$ cat config.mk
export PLATFORM = sky130hd
export DESIGN_NAME = line_window_gen
export DESIGN_NICKNAME = d
export VERILOG_FILES = /design/src/rtl/line_window_gen.sv
export SDC_FILE = /design/constraint.sdc
export NUM_CORES = 1
export LEC_CHECK = 0
export BUFFER_PORTS_ARGS = -buffer_cell sky130_fd_sc_hd__buf_2
export CORE_MARGIN = 4
export CORE_UTILIZATION = 30
export CTS_CLUSTER_SIZE = 30
export DETAILED_ROUTE_END_ITERATION = 6
export GPL_ROUTABILITY_DRIVEN = 0
export PLACE_DENSITY = 0.49
export SYNTH_ARGS = -nofsm -noshare
export SYNTH_HDL_FRONTEND = slang
export SYNTH_SLANG_ARGS = --single-unit
$ cat constraint.sdc
create_clock -name i_clk -period 3.4 [get_ports i_clk]
set_input_delay 0.51 -clock i_clk [delete_from_list [all_inputs] [get_ports i_clk]]
set_output_delay 0.51 -clock i_clk [all_outputs]
set_load 0.1 [all_outputs]
$ cat src/rtl/line_window_gen.sv
// Streaming KxK sliding-window generator.
// Pixels arrive in raster order. Each accepted pixel completes one new window
// column: the K-1 pixels stored above it in the line memories plus the pixel
// itself. A window is flagged valid only when the whole KxK neighbourhood lies
// inside the current frame. Because of that gating, stale line-memory contents
// from an earlier frame never reach a valid output.
module line_window_gen #(
  parameter int F = 28,  // columns per row
  parameter int H = 28,  // rows per frame
  parameter int B = 8,   // pixel width
  parameter int K = 3    // kernel size, 2 <= K <= min(F,H)
) (
  input  logic               i_clk,
  input  logic               i_rst,
  input  logic [B-1:0]       i_data,
  input  logic               i_data_valid,
  input  logic               i_sof,
  output logic [K*K*B-1:0]   o_window,
  output logic               o_window_valid,
  output logic               o_window_last
);

  localparam int CW = (F > 1) ? $clog2(F) : 1;
  localparam int RW = (H > 1) ? $clog2(H) : 1;

  localparam logic [CW-1:0] COL_LAST = CW'(F - 1);
  localparam logic [RW-1:0] ROW_LAST = RW'(H - 1);
  localparam logic [CW-1:0] COL_WIN  = CW'(K - 1);
  localparam logic [RW-1:0] ROW_WIN  = RW'(K - 1);

  // Bit offset of window element (i,j); row 0 / column 0 sits in the MSBs.
  function automatic int elem_base(input int i, input int j);
    elem_base = ((K * K - 1) - (i * K + j)) * B;
  endfunction

  // Position tracking
  logic [CW-1:0] col_r;
  logic [RW-1:0] row_r;
  logic [CW-1:0] col_cur_s;   // column of the pixel on the bus this cycle
  logic [RW-1:0] row_cur_s;   // row of the pixel on the bus this cycle
  logic [CW-1:0] col_nxt_s;
  logic [RW-1:0] row_nxt_s;
  logic          win_ok_s;    // accepted pixel completes an in-frame window
  logic          frame_end_s; // accepted pixel is the last one of the frame

  // Line memories: index 0 holds the row just above the current one,
  // index K-2 holds the oldest row of the window.
  logic [B-1:0]  line_mem_r [K-1][F];

  // Window datapath
  logic [B-1:0]     new_col_s [K];
  logic [K*K*B-1:0] win_nxt_s;

  // Resolve the current pixel position (start-of-frame forces 0,0) and the next counter values.
  always_comb begin
    col_cur_s   = col_r;
    row_cur_s   = row_r;
    col_nxt_s   = col_r;
    row_nxt_s   = row_r;
    win_ok_s    = 1'b0;
    frame_end_s = 1'b0;

    if (i_sof) begin
      col_cur_s = '0;
      row_cur_s = '0;
    end else begin
      col_cur_s = col_r;
      row_cur_s = row_r;
    end

    if (i_data_valid) begin
      if (col_cur_s == COL_LAST) begin
        col_nxt_s = '0;
        if (row_cur_s == ROW_LAST) begin
          row_nxt_s = '0;
        end else begin
          row_nxt_s = row_cur_s + RW'(1);
        end
      end else begin
        col_nxt_s = col_cur_s + CW'(1);
        row_nxt_s = row_cur_s;
      end
      win_ok_s    = (row_cur_s >= ROW_WIN) && (col_cur_s >= COL_WIN);
      frame_end_s = (row_cur_s == ROW_LAST) && (col_cur_s == COL_LAST);
    end else begin
      // No pixel: hold position, except that a bare start-of-frame rewinds to 0,0.
      col_nxt_s = col_cur_s;
      row_nxt_s = row_cur_s;
    end
  end

  // Column/row counter register.
  always_ff @(posedge i_clk or posedge i_rst) begin
    if (i_rst) begin
      col_r <= '0;
      row_r <= '0;
    end else begin
      col_r <= col_nxt_s;
      row_r <= row_nxt_s;
    end
  end

  // Line memories shift down by one row at the current column; not reset, outputs are gated instead.
  always_ff @(posedge i_clk) begin
    if (i_data_valid) begin
      for (int k = K - 2; k > 0; k--) begin
        line_mem_r[k][col_cur_s] <= line_mem_r[k-1][col_cur_s];
      end
      line_mem_r[0][col_cur_s] <= i_data;
    end
  end

  // Assemble the incoming window column, oldest row first.
  always_comb begin
    for (int i = 0; i < K; i++) begin
      new_col_s[i] = i_data;
    end
    for (int i = 0; i < K - 1; i++) begin
      new_col_s[i] = line_mem_r[K-2-i][col_cur_s];
    end
  end

  // Shift every window row left by one element and append the new column on the right.
  always_comb begin
    win_nxt_s = o_window;
    for (int i = 0; i < K; i++) begin
      for (int j = 0; j < K; j++) begin
        if (j < K - 1) begin
          win_nxt_s[elem_base(i, j) +: B] = o_window[elem_base(i, j + 1) +: B];
        end else begin
          win_nxt_s[elem_base(i, j) +: B] = new_col_s[i];
        end
      end
    end
  end

  // Registered window and qualifiers; the window holds while no pixel is accepted.
  always_ff @(posedge i_clk or posedge i_rst) begin
    if (i_rst) begin
      o_window       <= '0;
      o_window_valid <= 1'b0;
      o_window_last  <= 1'b0;
    end else if (i_data_valid) begin
      o_window       <= win_nxt_s;
      o_window_valid <= win_ok_s;
      o_window_last  <= frame_end_s;
    end else begin
      o_window_valid <= 1'b0;
      o_window_last  <= 1'b0;
    end
  end

endmodule

==> summary.log <==
[status] status completed
[final_layout] Layout fillers 6654
[final_layout] layout cells sized above 1 29.6%
[synthesis] area share of and/or/nand/nor cells after synthesis 4.13%
[synthesis] most used flip-flop cell after synthesis sky130_fd_sc_hd__edfxtp_1
[final_layout] total number of nets in the final design 1398
[clock_tree] cell at the root of the clock tree sky130_fd_sc_hd__clkbuf_16
[sta] number of failing hold endpoints at the final stage 0
[synthesis] main combinational cell family by area after synthesis multiplexers
[sta] Tcrit/Tclk final 88.8%
[worst_setup_path] critical path type register to register
[route] drt wl/cell 24.8 um
[route] Antenna Nets Post-Route 0
[sta] Period minus WS final 3020 ps
[sta] Setup TNS 0 ps
[synthesis] library cell with the highest instance count after synthesis sky130_fd_sc_hd__edfxtp_1
[clock_tree] clock sink total 532
[synthesis] Gate Count Post-Synth 1228
[sta] headroom to the max-slew limit 44.1%
[placement] number of I/O port buffers 85
[power_and_ir_drop] power dissipated by switching net loads 0.00498 W
[worst_setup_path] critical path cell sequence buf_12 > o21ba_2 > nor2_1 > o41ai_1 > a221oi_1 > a21oi_2 > buf_4
[sta] slew at the pin with the worst max-slew slack 838 ps
[route] total via count after detailed routing 12000
[floorplan] die boundary width 274 um
[clock_tree] clock transition time at the flip-flop clock pins of the worst setup and hold paths 70 ps
[power_and_ir_drop] net switching fraction of the power 29.7%
[synthesis] xor-xnor portion of the synthesized cell area 0.207%
[synthesis] post-synthesis instance area 21200 um^2
[clock_tree] Post-CTS Repair Setup Buffers 0
[worst_setup_path] start point of the critical path col_r[1]
[worst_setup_path] data arrival time at the worst-slack endpoint 3410 ps
[worst_setup_path] worst setup slack for register-to-register paths 380 ps
[route] initial DRC count 1251
[synthesis] largest cells by area after synthesis sky130_fd_sc_hd__edfxtp_1 (64%), sky130_fd_sc_hd__dfrtp_1 (9.9%), sky130_fd_sc_hd__mux2_2 (4.9%), sky130_fd_sc_hd__mux4_2 (3.5%), sky130_fd_sc_hd__mux2i_1 (2.1%)
[floorplan] Die Footprint 74800 um^2
[global_routing] antenna violations before repair 1
[synthesis] part of the Yosys area used for sequential elements 73.5%
[clock_tree] Num CTS Buffers 56
[floorplan] Initial Utilization 30.2%
[global_routing] largest net degree at the start of global routing 71
[worst_setup_path] worst setup path end line_mem_r[0][409]
[synthesis] Synthesized Nets 1241
[worst_setup_path] Critical Path Max Stage Delay 680 ps
[synthesis] fraction of synthesized area in multiplexers 10.6%
[floorplan] number of ports placed on the die boundary 86
[worst_setup_path] Worst Setup End Kind register
[global_routing] aggregate global routing overflow 0
[route] drt pass-1 iters 6
[global_routing] vias in the first global route 12000
[synthesis] synth warn 0
[worst_setup_path] origin of the critical flop-to-flop path col_r[1]
[power_and_ir_drop] Static Leakage 8.47 nW
[sta] setup skew after layout 25.6 ps
[clock_tree] H-tree lvl count 2
[synthesis] top cells by instance count after synthesis sky130_fd_sc_hd__edfxtp_1 (448), sky130_fd_sc_hd__mux2_2 (92), sky130_fd_sc_hd__dfrtp_1 (84), sky130_fd_sc_hd__nor2_1 (75), sky130_fd_sc_hd__a21oi_1 (47)
[global_routing] wire length of the first global-routing pass 86000 um
[route] wire length reported by the detailed router 58900 um
[worst_setup_path] Crit Reg-Reg Endpoint line_mem_r[0][409]
[power_and_ir_drop] part of the power in the clock network 37.0%
[hold_path] Min-Delay Path Class input port to register
[clock_tree] clock network latency to the later pin of the worst-skew pair 610 ps
[synthesis] post-synthesis area per instance 17.2 um^2
[sta] maximum achievable frequency 331 MHz
[worst_setup_path] cell with the largest stage delay on the worst path sky130_fd_sc_hd__dfrtp_4
[worst_setup_path] critical path fanouts, max 54
[power_and_ir_drop] part of the total power dissipated in combinational logic 17.8%
[sta] setup-violating endpoint count in the final report 0
[power_and_ir_drop] internal power component 0.0118 W
[sta] Final Slew Violations 0
[global_routing] GRT Util Overall 15.6%
[synthesis] number of synthesized flops with an enable pin 448
[flow_run] max-cap check violation count 0
[synthesis] Synth area leader sky130_fd_sc_hd__edfxtp_1
[floorplan] core area 70000 um^2
[worst_setup_path] Worst EP required 3780 ps
[worst_setup_path] launching element type of the critical path register
[clock_tree] CTS Buffer Depth 3
[power_and_ir_drop] total power per unit cell area 673 nW/um^2
[power_and_ir_drop] worst ir drop on vdd 0.575 mV
[synthesis] Synth cell types 80
[worst_setup_path] FF-to-FF path depth 7
[final_layout] layout overhead on the synthesized area 18.1%
[placement] dpl hpwl 36800 um
[synthesis] Compound-Gate Fraction of Synth Area 8.74%
[synthesis] Post-Synth Adder-Cell Area 0.0591%
[synthesis] post-synthesis async set-or-reset flop share 15.8%
[route] DR DRC count 0
[synthesis] Yosys reg bits 532
[route] post-DR vias/cell 5.06
[sta] Hold Worst Slack 296 ps
[synthesis] post-synth top area share 63.6%
[floorplan] std cell rows 97
[floorplan] Die H 274 um
[power_and_ir_drop] register share of total power 45.2%
[sta] RSZ-0062 raised after global routing no
[clock_tree] clock tree from TritonCTS yes
-- kinds of logic (layout without fill, tap and decap cells) --
| family | Yosys count | after routing |
|---|---|---|
| XOR/XNOR | 5 | 5 |
| flip-flops | 532 | 532 |
| buffers and inverters | 92 | 295 |
| other | 0 | 3 |
| adder cells (fa/ha/maj) | 1 | 1 |
| multiplexers | 171 | 171 |
| AND/OR/NAND/NOR | 178 | 178 |
| AO/OA/AOI/OAI | 249 | 249 |
-- how the worst min path moves through the flow --
stage / from / end / slack (ps) / cells past startpoint
floorplan: row_r[2] / o_window_last / 470 / 1
global placement: o_window[40] / o_window[40] / 480 / 1
detailed placement: o_window[47] / o_window[47] / 490 / 1
CTS: i_sof / col_r[3] / 270 / 2
global route: i_sof / col_r[3] / 300 / 2
finish: i_sof / col_r[3] / 300 / 2
-- power groups by stage --
stage	combinational (W)	sequential (W)	clock, W
3_5_place_dp	0.00301	0.00772	0
4_1_cts	0.00301	0.00759	0.00638
6_report	0.00299	0.00759	0.00622
5_1_grt	0.00313	0.00762	0.00663
3_3_place_gp	0.00300	0.00772	0
2_1_floorplan	0.00100	0.00894	0
-- critical path, delay by kind of cell, from the launching register on --
family / cells / cell delay, ps
flip-flops: 1 / 680
AND/OR/NAND/NOR: 1 / 70
AO/OA/AOI/OAI: 4 / 1270
buffers and inverters: 2 / 650
-- timing repair --
| action | CTS | global route |
|---|---|---|
| hold buffers | 1 | 0 |
| endpoints found under the hold margin | 21 | 0 |
| gates resized for setup | 0 | 0 |
-- through the flow --
| stage | std cells | utilization, % | setup WS (ps) | power (W) | cell area, um^2 |
|---|---|---|---|---|---|
| floorplan | 1228 | - | 636 | 0.00994 | 21200 |
| global placement | 2266 | 32.9 | 382 | 0.0107 | 23100 |
| detailed placement | 2266 | 32.9 | 426 | 0.0107 | 23100 |
| CTS | 2371 | 35.7 | 398 | 0.0170 | 25000 |
| global route | 2371 | 35.7 | 224 | 0.0174 | 25000 |
| finish | 2374 | 35.7 | 379 | 0.0168 | 25000 |
-- final cells by class --
type	instances	area, um^2	share of cell area (%)
clock buffer	72	1570	6.30
clock inverter	32	315	1.26
multi-input combinational	604	5070	20.3
sequential	532	15600	62.3
timing repair buffer	180	1230	4.93
tap	940	1180	4.71
inverter	11	43.8	0.175
antenna	3	7.51	0.0301
-- flip-flops by register name (all words and copies together) (netlist names) --
| signal | count |
|---|---|
| line_mem_r | 448 |
| o_window | 72 |
| col_r | 5 |
| row_r | 5 |
| o_window_last | 1 |
| o_window_valid | 1 |
-- layer usage --
metal | part of all wire (%) | track usage (%) | vias up
met2 | 45 | 23.5 | 432
met3 | 7.0 | 3.44 | 80
met4 | 2.3 | 3.83 | 0
met1 | 46 | 22.8 | 6271
met5 | 0 | 0 | -
li1 | - | - | 5220
-- cell usage in the layout (no fill, tap or decap), types with 10 or more instances in the layout --
master                      count
sky130_fd_sc_hd__mux2i_1       45
sky130_fd_sc_hd__o221ai_1      21
sky130_fd_sc_hd__a211oi_1      10
sky130_fd_sc_hd__a22oi_1       14
sky130_fd_sc_hd__clkinv_2      12
sky130_fd_sc_hd__a2bb2oi_1     12
sky130_fd_sc_hd__nand2_1       39
sky130_fd_sc_hd__nor2_1        74
sky130_fd_sc_hd__buf_4         88
sky130_fd_sc_hd__mux4_2        33
sky130_fd_sc_hd__nor2b_1       13
sky130_fd_sc_hd__edfxtp_1     448
sky130_fd_sc_hd__o22ai_1       11
sky130_fd_sc_hd__a221oi_1      25
sky130_fd_sc_hd__clkbuf_16     58
sky130_fd_sc_hd__mux2_2        92
sky130_fd_sc_hd__buf_2         84
sky130_fd_sc_hd__o21ai_0       34
sky130_fd_sc_hd__dfrtp_1       82
sky130_fd_sc_hd__a21oi_1       44
(Power assumes the default switching activity.)
